<file path="src/rtl/pipe_reg_pkg.sv">
// pipe_reg_pkg: shared default parameters for the pipe_reg slice chain
package pipe_reg_pkg;
  localparam int DEF_WIDTH = 8;
  localparam int DEF_STAGES = 1;
endpackage

</file>
<file path="src/rtl/pipe_reg_skid_stage.sv">
// skid_stage: one 2-entry register slice (main + skid) with a registered upstream ready
module skid_stage
  import pipe_reg_pkg::*;
#(
  parameter int WIDTH = DEF_WIDTH,
  parameter logic [WIDTH-1:0] RESET_VAL = '0
) (
  input  logic             clk,
  input  logic             reset,
  input  logic             clr,
  input  logic             s_valid,
  output logic             s_ready,
  input  logic [WIDTH-1:0] s_data,
  output logic             m_valid,
  input  logic             m_ready,
  output logic [WIDTH-1:0] m_data
);
  logic main_v, skid_v, free, take;
  logic [WIDTH-1:0] main_d, skid_d;
  assign free = !main_v || m_ready;
  assign take = s_valid && !skid_v;
  assign s_ready = !skid_v;
  assign m_valid = main_v;
  assign m_data = main_d;
  // skid only fills while main is stuck, so take and skid_v are never both set
  always_ff @(posedge clk or posedge reset)
    if (reset) begin
      main_v <= 1'b0;
      skid_v <= 1'b0;
      main_d <= RESET_VAL;
      skid_d <= RESET_VAL;
    end else if (clr) begin
      main_v <= 1'b0;
      skid_v <= 1'b0;
    end else if (free) begin
      main_v <= skid_v || take;
      if (skid_v || take) main_d <= skid_v ? skid_d : s_data;
      skid_v <= 1'b0;
    end else if (take) begin
      skid_v <= 1'b1;
      skid_d <= s_data;
    end
endmodule

</file>
<file path="src/rtl/pipe_reg.sv">
// pipe_reg: back-pressurable chain of STAGES skid slices with flush and occupancy count
module pipe_reg
  import pipe_reg_pkg::*;
#(
  parameter int WIDTH = DEF_WIDTH,
  parameter int STAGES = DEF_STAGES,
  parameter logic [WIDTH-1:0] RESET_VAL = '0,
  localparam int CW = $clog2(2 * STAGES + 1)
) (
  input  logic             clk,
  input  logic             reset,
  input  logic             clr,
  input  logic             in_valid,
  output logic             in_ready,
  input  logic [WIDTH-1:0] in_data,
  output logic             out_valid,
  input  logic             out_ready,
  output logic [WIDTH-1:0] out_data,
  output logic [CW-1:0]    count
);
  logic [STAGES:0] v, r;
  logic [WIDTH-1:0] d [STAGES+1];
  logic in_xfer, out_xfer;
  if (STAGES < 1) begin : g_bad
    $error("pipe_reg: STAGES must be at least 1");
  end
  assign v[0] = in_valid;
  assign d[0] = in_data;
  assign r[STAGES] = out_ready;
  for (genvar i = 0; i < STAGES; i++) begin : g_stage
    skid_stage #(.WIDTH(WIDTH), .RESET_VAL(RESET_VAL)) u_stage (
      .clk, .reset, .clr,
      .s_valid(v[i]), .s_ready(r[i]), .s_data(d[i]),
      .m_valid(v[i+1]), .m_ready(r[i+1]), .m_data(d[i+1])
    );
  end
  assign in_ready = r[0] && !clr && !reset;
  assign out_valid = v[STAGES] && !clr;
  assign out_data = d[STAGES];
  assign in_xfer = in_valid && in_ready;
  assign out_xfer = out_valid && out_ready;
  always_ff @(posedge clk or posedge reset)
    if (reset) count <= '0;
    else if (clr) count <= '0;
    else count <= count + CW'(in_xfer) - CW'(out_xfer);
endmodule

</file>
<file path="config.mk">
export PLATFORM = sky130hd
export DESIGN_NAME = pipe_reg
export DESIGN_NICKNAME = d
export VERILOG_FILES = /design/src/rtl/pipe_reg_pkg.sv /design/src/rtl/pipe_reg_skid_stage.sv /design/src/rtl/pipe_reg.sv
export SDC_FILE = /design/constraint.sdc
export NUM_CORES = 1
export LEC_CHECK = 0
export CAP_MARGIN = 30
export CORE_AREA = 2 2 62 64
export CTS_CLUSTER_DIAMETER = 60
export DETAILED_ROUTE_END_ITERATION = 8
export DIE_AREA = 0 0 64 66
export HOLD_SLACK_MARGIN = 0.02
export PLACE_DENSITY = 0.52
export REMOVE_ABC_BUFFERS = 1
export SLEW_MARGIN = 20
export SYNTH_ARGS = -nofsm -noshare
export SYNTH_HDL_FRONTEND = slang
export SYNTH_SLANG_ARGS = --single-unit
</file>
<file path="constraint.sdc">
create_clock -name clk -period 2.45 [get_ports clk]
set_clock_uncertainty 0.05 [all_clocks]
set_input_delay 0.3675 -clock clk [delete_from_list [all_inputs] [get_ports clk]]
set_output_delay 0.3675 -clock clk [all_outputs]
set_load 0.02 [all_outputs]
</file>
Yosys cells after proc, flatten, opt, wreduce, memory -nomap -nowiden
Index checks and enable logic that the tools add are counted.
{"block": "op_classes", "add_sub_neg": 2, "bitwise": 2, "n_reduce_logical": 16, "muxes": 7}
{"operator": "8-bit 2-to-1 mux", "n": 1}
{"operator": "1-bit logical AND", "n": 6}
{"operator": "3-bit AND reduction", "n": 2}
{"operator": "1-bit 2-to-1 mux", "n": 5}
{"operator": "1-bit logical NOT", "n": 4}
{"operator": "3-bit nonzero test", "n": 1}
{"operator": "2-bit by 1-bit adder with 2-bit output", "n": 1}
{"operator": "1-bit logical OR", "n": 2}
{"operator": "2-bit 2-to-1 mux", "n": 1}
{"operator": "1-bit NOT", "n": 2}
{"operator": "2-bit nonzero test", "n": 1}
{"operator": "2-bit by 1-bit subtractor with 2-bit output", "n": 1}
{"block": "totals", "reg_bits": 20, "wordCells": 32, "inputBits": 13, "out_inout_bits": 12}

Depth between registers and ports, before layout
Gate-level depths: netlist of run 1.
{"block": "depth", "depth_word": 7, "ltp_mapped": 8, "mapped_depth_nobuf": 8}

Cells and area by module
From an unflattened synthesis of run 1, not the netlist that was laid out.
{"block": "hier_totals", "cells_unflattened": 65, "area_unflattened_um2": 950.9}
{"mod": "skid_stage", "cells_per_inst": 52, "n_inst": 1, "area_each_um2": 812.0, "seq_area_each_um2": 450.4}
{"mod": "pipe_reg", "cells_per_inst": 13, "n_inst": 1, "area_each_um2": 138.9, "seq_area_each_um2": 50.0}

Least setup slack after synthesis of run 1
Ideal clock, no wire load.
{"block": "synth_path", "path_kind": "register -> register", "from": "register g_stage[0].u_stage.skid_v", "to": "register count[0]", "arrival_ns": 2.075, "setup_ns": 0.120, "slack_ns": 0.205, "path_stages_with_launch": 8, "cell_sequence": "dfrtp_1 > clkbuf_1 > nor3_1 > nand2_1 > ha_1 > inv_1 > ha_1 > and2b_2"}
{"block": "synth_via", "elab_chain_len": 7}
{"element": "from (decl)", "line_no": "pipe_reg_skid_stage.sv:18", "rtl": "logic main_v, skid_v, free, take;"}
{"element": "from (signal assigned)", "line_no": "pipe_reg_skid_stage.sv:29", "rtl": "skid_v <= 1'b0;"}
{"element": "from (signal assigned)", "line_no": "pipe_reg_skid_stage.sv:34", "rtl": "skid_v <= 1'b0;"}
{"element": "from (signal assigned)", "line_no": "pipe_reg_skid_stage.sv:38", "rtl": "skid_v <= 1'b0;"}
{"element": "1-bit logical NOT", "line_no": "pipe_reg_skid_stage.sv:22", "rtl": "assign s_ready = !skid_v;"}
{"element": "1-bit logical AND (2 in a row)", "line_no": "pipe_reg.sv:37", "rtl": "assign in_ready = r[0] && !clr && !reset;"}
{"element": "via in_ready", "line_no": "pipe_reg.sv:14", "rtl": "output logic in_ready,"}
{"element": "1-bit logical AND", "line_no": "pipe_reg.sv:40", "rtl": "assign in_xfer = in_valid && in_ready;"}
{"element": "2-bit by 1-bit adder with 2-bit output", "line_no": "pipe_reg.sv:45", "rtl": "else count <= count + CW'(in_xfer) - CW'(out_xfer);"}
{"element": "2-bit by 1-bit subtractor with 2-bit output", "line_no": "pipe_reg.sv:45"}
{"element": "2-bit 2-to-1 mux", "line_no": "pipe_reg.sv:44", "rtl": "else if (clr) count <= '0;"}
{"element": "to (signal assigned)", "line_no": "pipe_reg.sv:45"}
{"element": "to (decl)", "line_no": "pipe_reg.sv:19", "rtl": "output logic [CW-1:0] count"}
The timed path passes the listed nets, and every way through them passes these cells.
A chain may end at the register's enable or synchronous reset.

Worst setup path in the final report of run 1
{"block": "layout_path", "from": "input port clr", "to": "output port in_ready"}
{"block": "layout_via", "elab_chain_len": 3}
{"element": "from (decl)", "line_no": "pipe_reg.sv:12", "rtl": "input logic clr,"}
{"element": "1-bit logical NOT", "line_no": "pipe_reg.sv:37"}
{"element": "1-bit logical AND (2 in a row)", "line_no": "pipe_reg.sv:37"}
{"element": "to (decl)", "line_no": "pipe_reg.sv:14"}
No other way between the ends.

==> results.md, run 1 <==
- Sequential Area: 500 um^2
- Core Box Area: 0.00355 mm^2
- Crit path max-delay family: buffers and inverters
- Worst slew pin tran: 772 ps
- Layout cell share with drive strength beyond 1: 36.8%
- Crit path buf inv count: 2
- Vias/cell: 4.15
- Hold_buf cts: 0
- Post-synthesis sequential area ratio: 54.0%
- Final hold violations: 0
- Crit Path Max Fanout: 6
- Critical path's slowest cell: clkdlybuf4s50_1
- Final Instance Area: 0.00128 mm^2
- Dpl cell area: 0.00125 mm^2
- Nets@finish: 112
- Setup Fix Bufs, Post-CTS: 0
- Level count of the clock H-tree: 1
- Detail Route Antenna Nets: 0
- CTS tree: yes
- Final setup fails: 0
- Leak: 0.550 nW
- Num CTS Buffers: 3
- CTS Root Cell: clkbuf_4
- RSZ-0062 raised after global routing: no
- Status: finished clean
- Synth-to-layout area growth: 37.7%
- Vias in the first global route: 694
- Clock latency on the worst-skew pair: 290 ps
- Setup CP Type: input pin to output port
- Worst hold path class: flip-flop to flip-flop
- Cell count after synthesis: 65
- Max-slew violations: 0
- Final Cycle Share: 91.2%
- TNS Setup: 0 ps
- 1st-pass router iterations: 4
- CTS sink count: 20
- Rows: 22
- CTS clock-pin slew for the worst setup and hold paths: 110 ps
- Library cells used by synthesis: 16
- Asr flop ratio synth: 100%
- Total track usage: 10.1%
- Maximum capacitance violations: 0
- DIE WIDTH: 64 um
- Crit path DAT: 1820 ps
- # diodes: 0
- Fmax: 0.448 GHz
- Startpoint types: input pin
- Final wirelength: 1.81 mm
- Fill cell total of the finished layout: 359
- CTS Buffer Depth: 2
- Top FF cell, synth: dfrtp_1
- Initial antenna violation count: 0
- Starting density of the core: 26.1%
- Mean Syn Cell Area: 14.3 um^2
- Gr ovfl total: 0
- # resized after CTS: 0
- EDFF count, synth: 0
- Crit-path max cell delay: 660 ps
- IO Port Bufs: 24
- Starting DRT DRC Count: 15
- Worst hold slack: 464 ps
- Max VDD drop: 0.314 mV
- Post-route minimum period: 2230 ps
- Flop2flop setup slack: 640 ps
- DRC viols: 0
- Boundary Pins: 25
- Most frequent cells in the layout: mux2_2 (24), clkdlybuf4s50_1 (24), dfrtp_1 (20)
- Gpl congestion: 0.668
- Pwr dens: 625 mW/mm^2
- Die Ht: 66 um
- Die area: 0.00422 mm^2
- Ys Warns: 0
- #FFs+latches synth: 20
- CP dominant cell by count: clkdlybuf4s50_1
- Critical Path RT: 2030 ps
- Worst-path cell chain: clkdlybuf4s50_1, nor3_1, clkdlybuf4s50_1
- Max-slew headroom: 48.5%
- Largest net degree at the start of global routing: 21
- Via count: 593
- Critical Path End Type: output port
- First-pass GRT wire length: 3.25 mm
- Power Total: 0.000798 W
- Multi-input logic area: 412 um^2
- Post-DP HPWL: 1.34 mm
- WL per Instance: 12.6 um
- Netlist Area Pre-Place: 927 um^2
==> stage by stage <==
step                      std cells  worst slack, ps  util [%]
after floorplan                  64              311         -
after global placement          140              219      35.3
after detailed placement        140              181      35.3
after CTS                       143              216      35.9
after global routing            143              131      35.9
final                           143              216      35.9
==> final timing paths <==
| check | startpoint | endpoint | cells after the start |
|---|---|---|---|
| setup reg to reg | g_stage[0].u_stage.skid_v | count[0] | 6 |
| hold reg to reg | g_stage[0].u_stage.skid_d[1] | g_stage[0].u_stage.skid_d[1] | 1 |
| min in group asynchronous | reset | count[0] | 2 |
| hold / removal | g_stage[0].u_stage.skid_d[1] | g_stage[0].u_stage.skid_d[1] | 1 |
| setup / recovery | clr | in_ready | 3 |
| max in group asynchronous | reset | g_stage[0].u_stage.skid_d[4] | 2 |
==> cell usage after synthesis (all sizes together) (2+ instances only) <==
master  count  area, um^2
mux2       24         270
dfrtp      20         500
nor3        4        25.0
inv         3        11.3
nor2        3        11.3
ha          2        25.0
==> logic make-up after synthesis <==
kind of cell,synth area share (%)
and+or+nand+nor,10.7
DFF,54.0
buffers and inverters,1.62
muxes,29.1
adders and majority gates,2.70
xor gates and xnor gates,1.89
==> sequential cells by signal, indices dropped and copies added (netlist names) <==
name / flops
count: 2
g_stage.u_stage.m_data: 8
g_stage.u_stage.m_valid: 1
g_stage.u_stage.skid_d: 8
g_stage.u_stage.skid_v: 1
==> power by group <==
part           internal, W  switching [W]
logic             0.000131      0.0000918
clock network    0.0000572      0.0000949
registers         0.000392      0.0000299
==> layer usage <==
| layer | share of wire, % | track usage [%] | up-vias |
|---|---|---|---|
| met5 | 0 | 0 | - |
| met4 | 0.55 | 4.89 | 0 |
| met3 | 4.3 | 2.04 | 2 |
| met2 | 51 | 16.8 | 11 |
| met1 | 44 | 12.3 | 293 |
| li1 | - | - | 287 |
==> layout make-up <==
| cell class | count | area share, % |
|---|---|---|
| inverters | 3 | 0.882 |
| clock buffers | 3 | 1.76 |
| multi-input cells | 41 | 32.3 |
| flip-flops and latches | 20 | 39.2 |
| repair buffers | 28 | 21.2 |
| well taps | 48 | 4.71 |
==> worst reg2reg max path, stage by stage (launching register included) <==
cell	delay (ps)
dfrtp_1	500
nor3_1	300
nand2_1	110
ha_1	280
inv_1	40
ha_1	250
and2b_2	180
No activity file was read; power rests on OpenSTA's default activity.
==> inputs of run 2 (changes only) <==
- SKIP_LAST_GASP: default -> 1
==> results of run 2 <==
Final layout, timing and power as in run 1 (identical DEF).
==> inputs of run 3 (changes only) <==
- PLACE_DENSITY: 0.52 -> 0.47
==> run 3 against run 2 <==
Compared with the run above:
- global-route usage is 1.2 points lower
- critical path depth stayed put
- routed wire length is 6.3% lower
- largest power group unchanged
==> results.md, run 3 (synthesis gave the netlist of run 1 again) <==
- Crit path DAT: 1770 ps
- Critical Path End Type: output port
- Initial antenna violation count: 0
- Most frequent cells in the layout: mux2_2 (24), clkdlybuf4s50_1 (24), dfrtp_1 (20)
- Max-slew violations: 0
- Setup Fix Bufs, Post-CTS: 0
- RSZ-0062 raised after global routing: no
- Final Cycle Share: 89.1%
- DRC viols: 0
- Dpl cell area: 0.00125 mm^2
- Clock latency on the worst-skew pair: 290 ps
- Final setup fails: 0
- Nets@finish: 111
- CTS clock-pin slew for the worst setup and hold paths: 100 ps
- Critical Path RT: 2030 ps
- Final hold violations: 0
- Gr ovfl total: 0
- Layout cell share with drive strength beyond 1: 36.2%
- Level count of the clock H-tree: 1
- Core Box Area: 0.00355 mm^2
- WL per Instance: 11.9 um
- Hold_buf cts: 0
- Via count: 597
- Max VDD drop: 0.244 mV
- Crit Path Max Fanout: 6
- Placed Cells incl. Taps: 139
- IO Port Bufs: 24
- Max-slew headroom: 49.5%
- Fill cell total of the finished layout: 368
- First-pass GRT wire length: 2.80 mm
- Final wirelength: 1.69 mm
- Pwr dens: 621 mW/mm^2
- WHS Path Cells: 1
- Post-route minimum period: 2180 ps
- Die area: 0.00422 mm^2
- Vias in the first global route: 609
- CTS tree: yes
- 1st-pass router iterations: 4
- CTS Buffer Depth: 2
- Leak: 0.545 nW
- Total track usage: 8.82%
- Setup CP Type: input pin to output port
- # diodes: 0
- DIE WIDTH: 64 um
- Worst hold path class: flip-flop to flip-flop
- Startpoint types: input pin
- Rows: 22
- Starting DRT DRC Count: 7
- Post-DP HPWL: 1.23 mm
- Worst slew pin tran: 757 ps
- Num CTS Buffers: 3
- Fmax: 0.458 GHz
- Boundary Pins: 25
- Detail Route Antenna Nets: 0
- Gpl congestion: 0.675
- CTS Root Cell: clkbuf_4
- Die Ht: 66 um
- Synth-to-layout area growth: 36.8%
- Non-Filler Instances: 142
- # resized after CTS: 0
- End-of-flow core utilization: 35.7%
- Maximum capacitance violations: 0
- Final Instance Area: 0.00127 mm^2
- FF-to-FF path depth: 6
- Status: finished clean
- TNS Setup: 0 ps
- Starting density of the core: 26.1%
- Vias/cell: 4.20
- CTS sink count: 20
- Largest net degree at the start of global routing: 21
-- run 3: cell types whose count changed in the layout (fill, tap and decap cells not counted), sizes merged --
cell  change
buf       -1
-- run 3: worst max-delay path: stages --
cell	delay (ps)
clkdlybuf4s50_1	500
nor3_1	250
clkdlybuf4s50_1	650
-- run 3: final cells by class --
cell class              instances  area (um^2)  area share (%)
inverters                       3         11.3           0.888
flip-flops and latches         20          500            39.4
well taps                      48         60.1            4.73
multi-input cells              41          412            32.4
clock buffers                   3         22.5            1.78
repair buffers                 27          263            20.7
-- run 3: metal layers --
metal | GRT usage, % | part of all wire, % | vias up | routed length, um
met2 | 13.5 | 47 | 13 | 800
li1 | - | - | 288 | -
met1 | 11.7 | 48 | 294 | 808
met5 | 0 | 0 | - | 0
met4 | 4.08 | 0.65 | 0 | 11
met3 | 2.04 | 4.3 | 2 | 72
-- run 3: path summary, 6_finish.rpt --
| path | from | to | slack [ps] |
|---|---|---|---|
| setup reg to reg | g_stage[0].u_stage.skid_v | count[0] | 820 |
| hold reg to reg | g_stage[0].u_stage.skid_d[1] | g_stage[0].u_stage.skid_d[1] | 460 |
| setup / recovery | clr | in_ready | 270 |
| hold / removal | g_stage[0].u_stage.skid_d[1] | g_stage[0].u_stage.skid_d[1] | 460 |
| min in group asynchronous | reset | count[0] | 480 |
| max in group asynchronous | reset | g_stage[0].u_stage.skid_d[3] | 1390 |
-- run 3: where the power goes --
group / internal (W) / total, W / switching (W)
clock network: 0.0000570 / 0.000146 / 0.0000892
logic: 0.000130 / 0.000220 / 0.0000900
registers: 0.000393 / 0.000422 / 0.0000294
-- run 3: through the flow --
| stage | total power [W] | setup WS, ps | hold WS [ps] |
|---|---|---|---|
| 6_report | 0.000788 | 267 | 460 |
| 5_1_grt | 0.000843 | 161 | 486 |
| 4_1_cts | 0.000805 | 261 | 468 |
| 3_5_place_dp | 0.000653 | 189 | 443 |
| 3_3_place_gp | 0.000648 | 212 | 433 |
| 2_1_floorplan | 0.000548 | 311 | 281 |
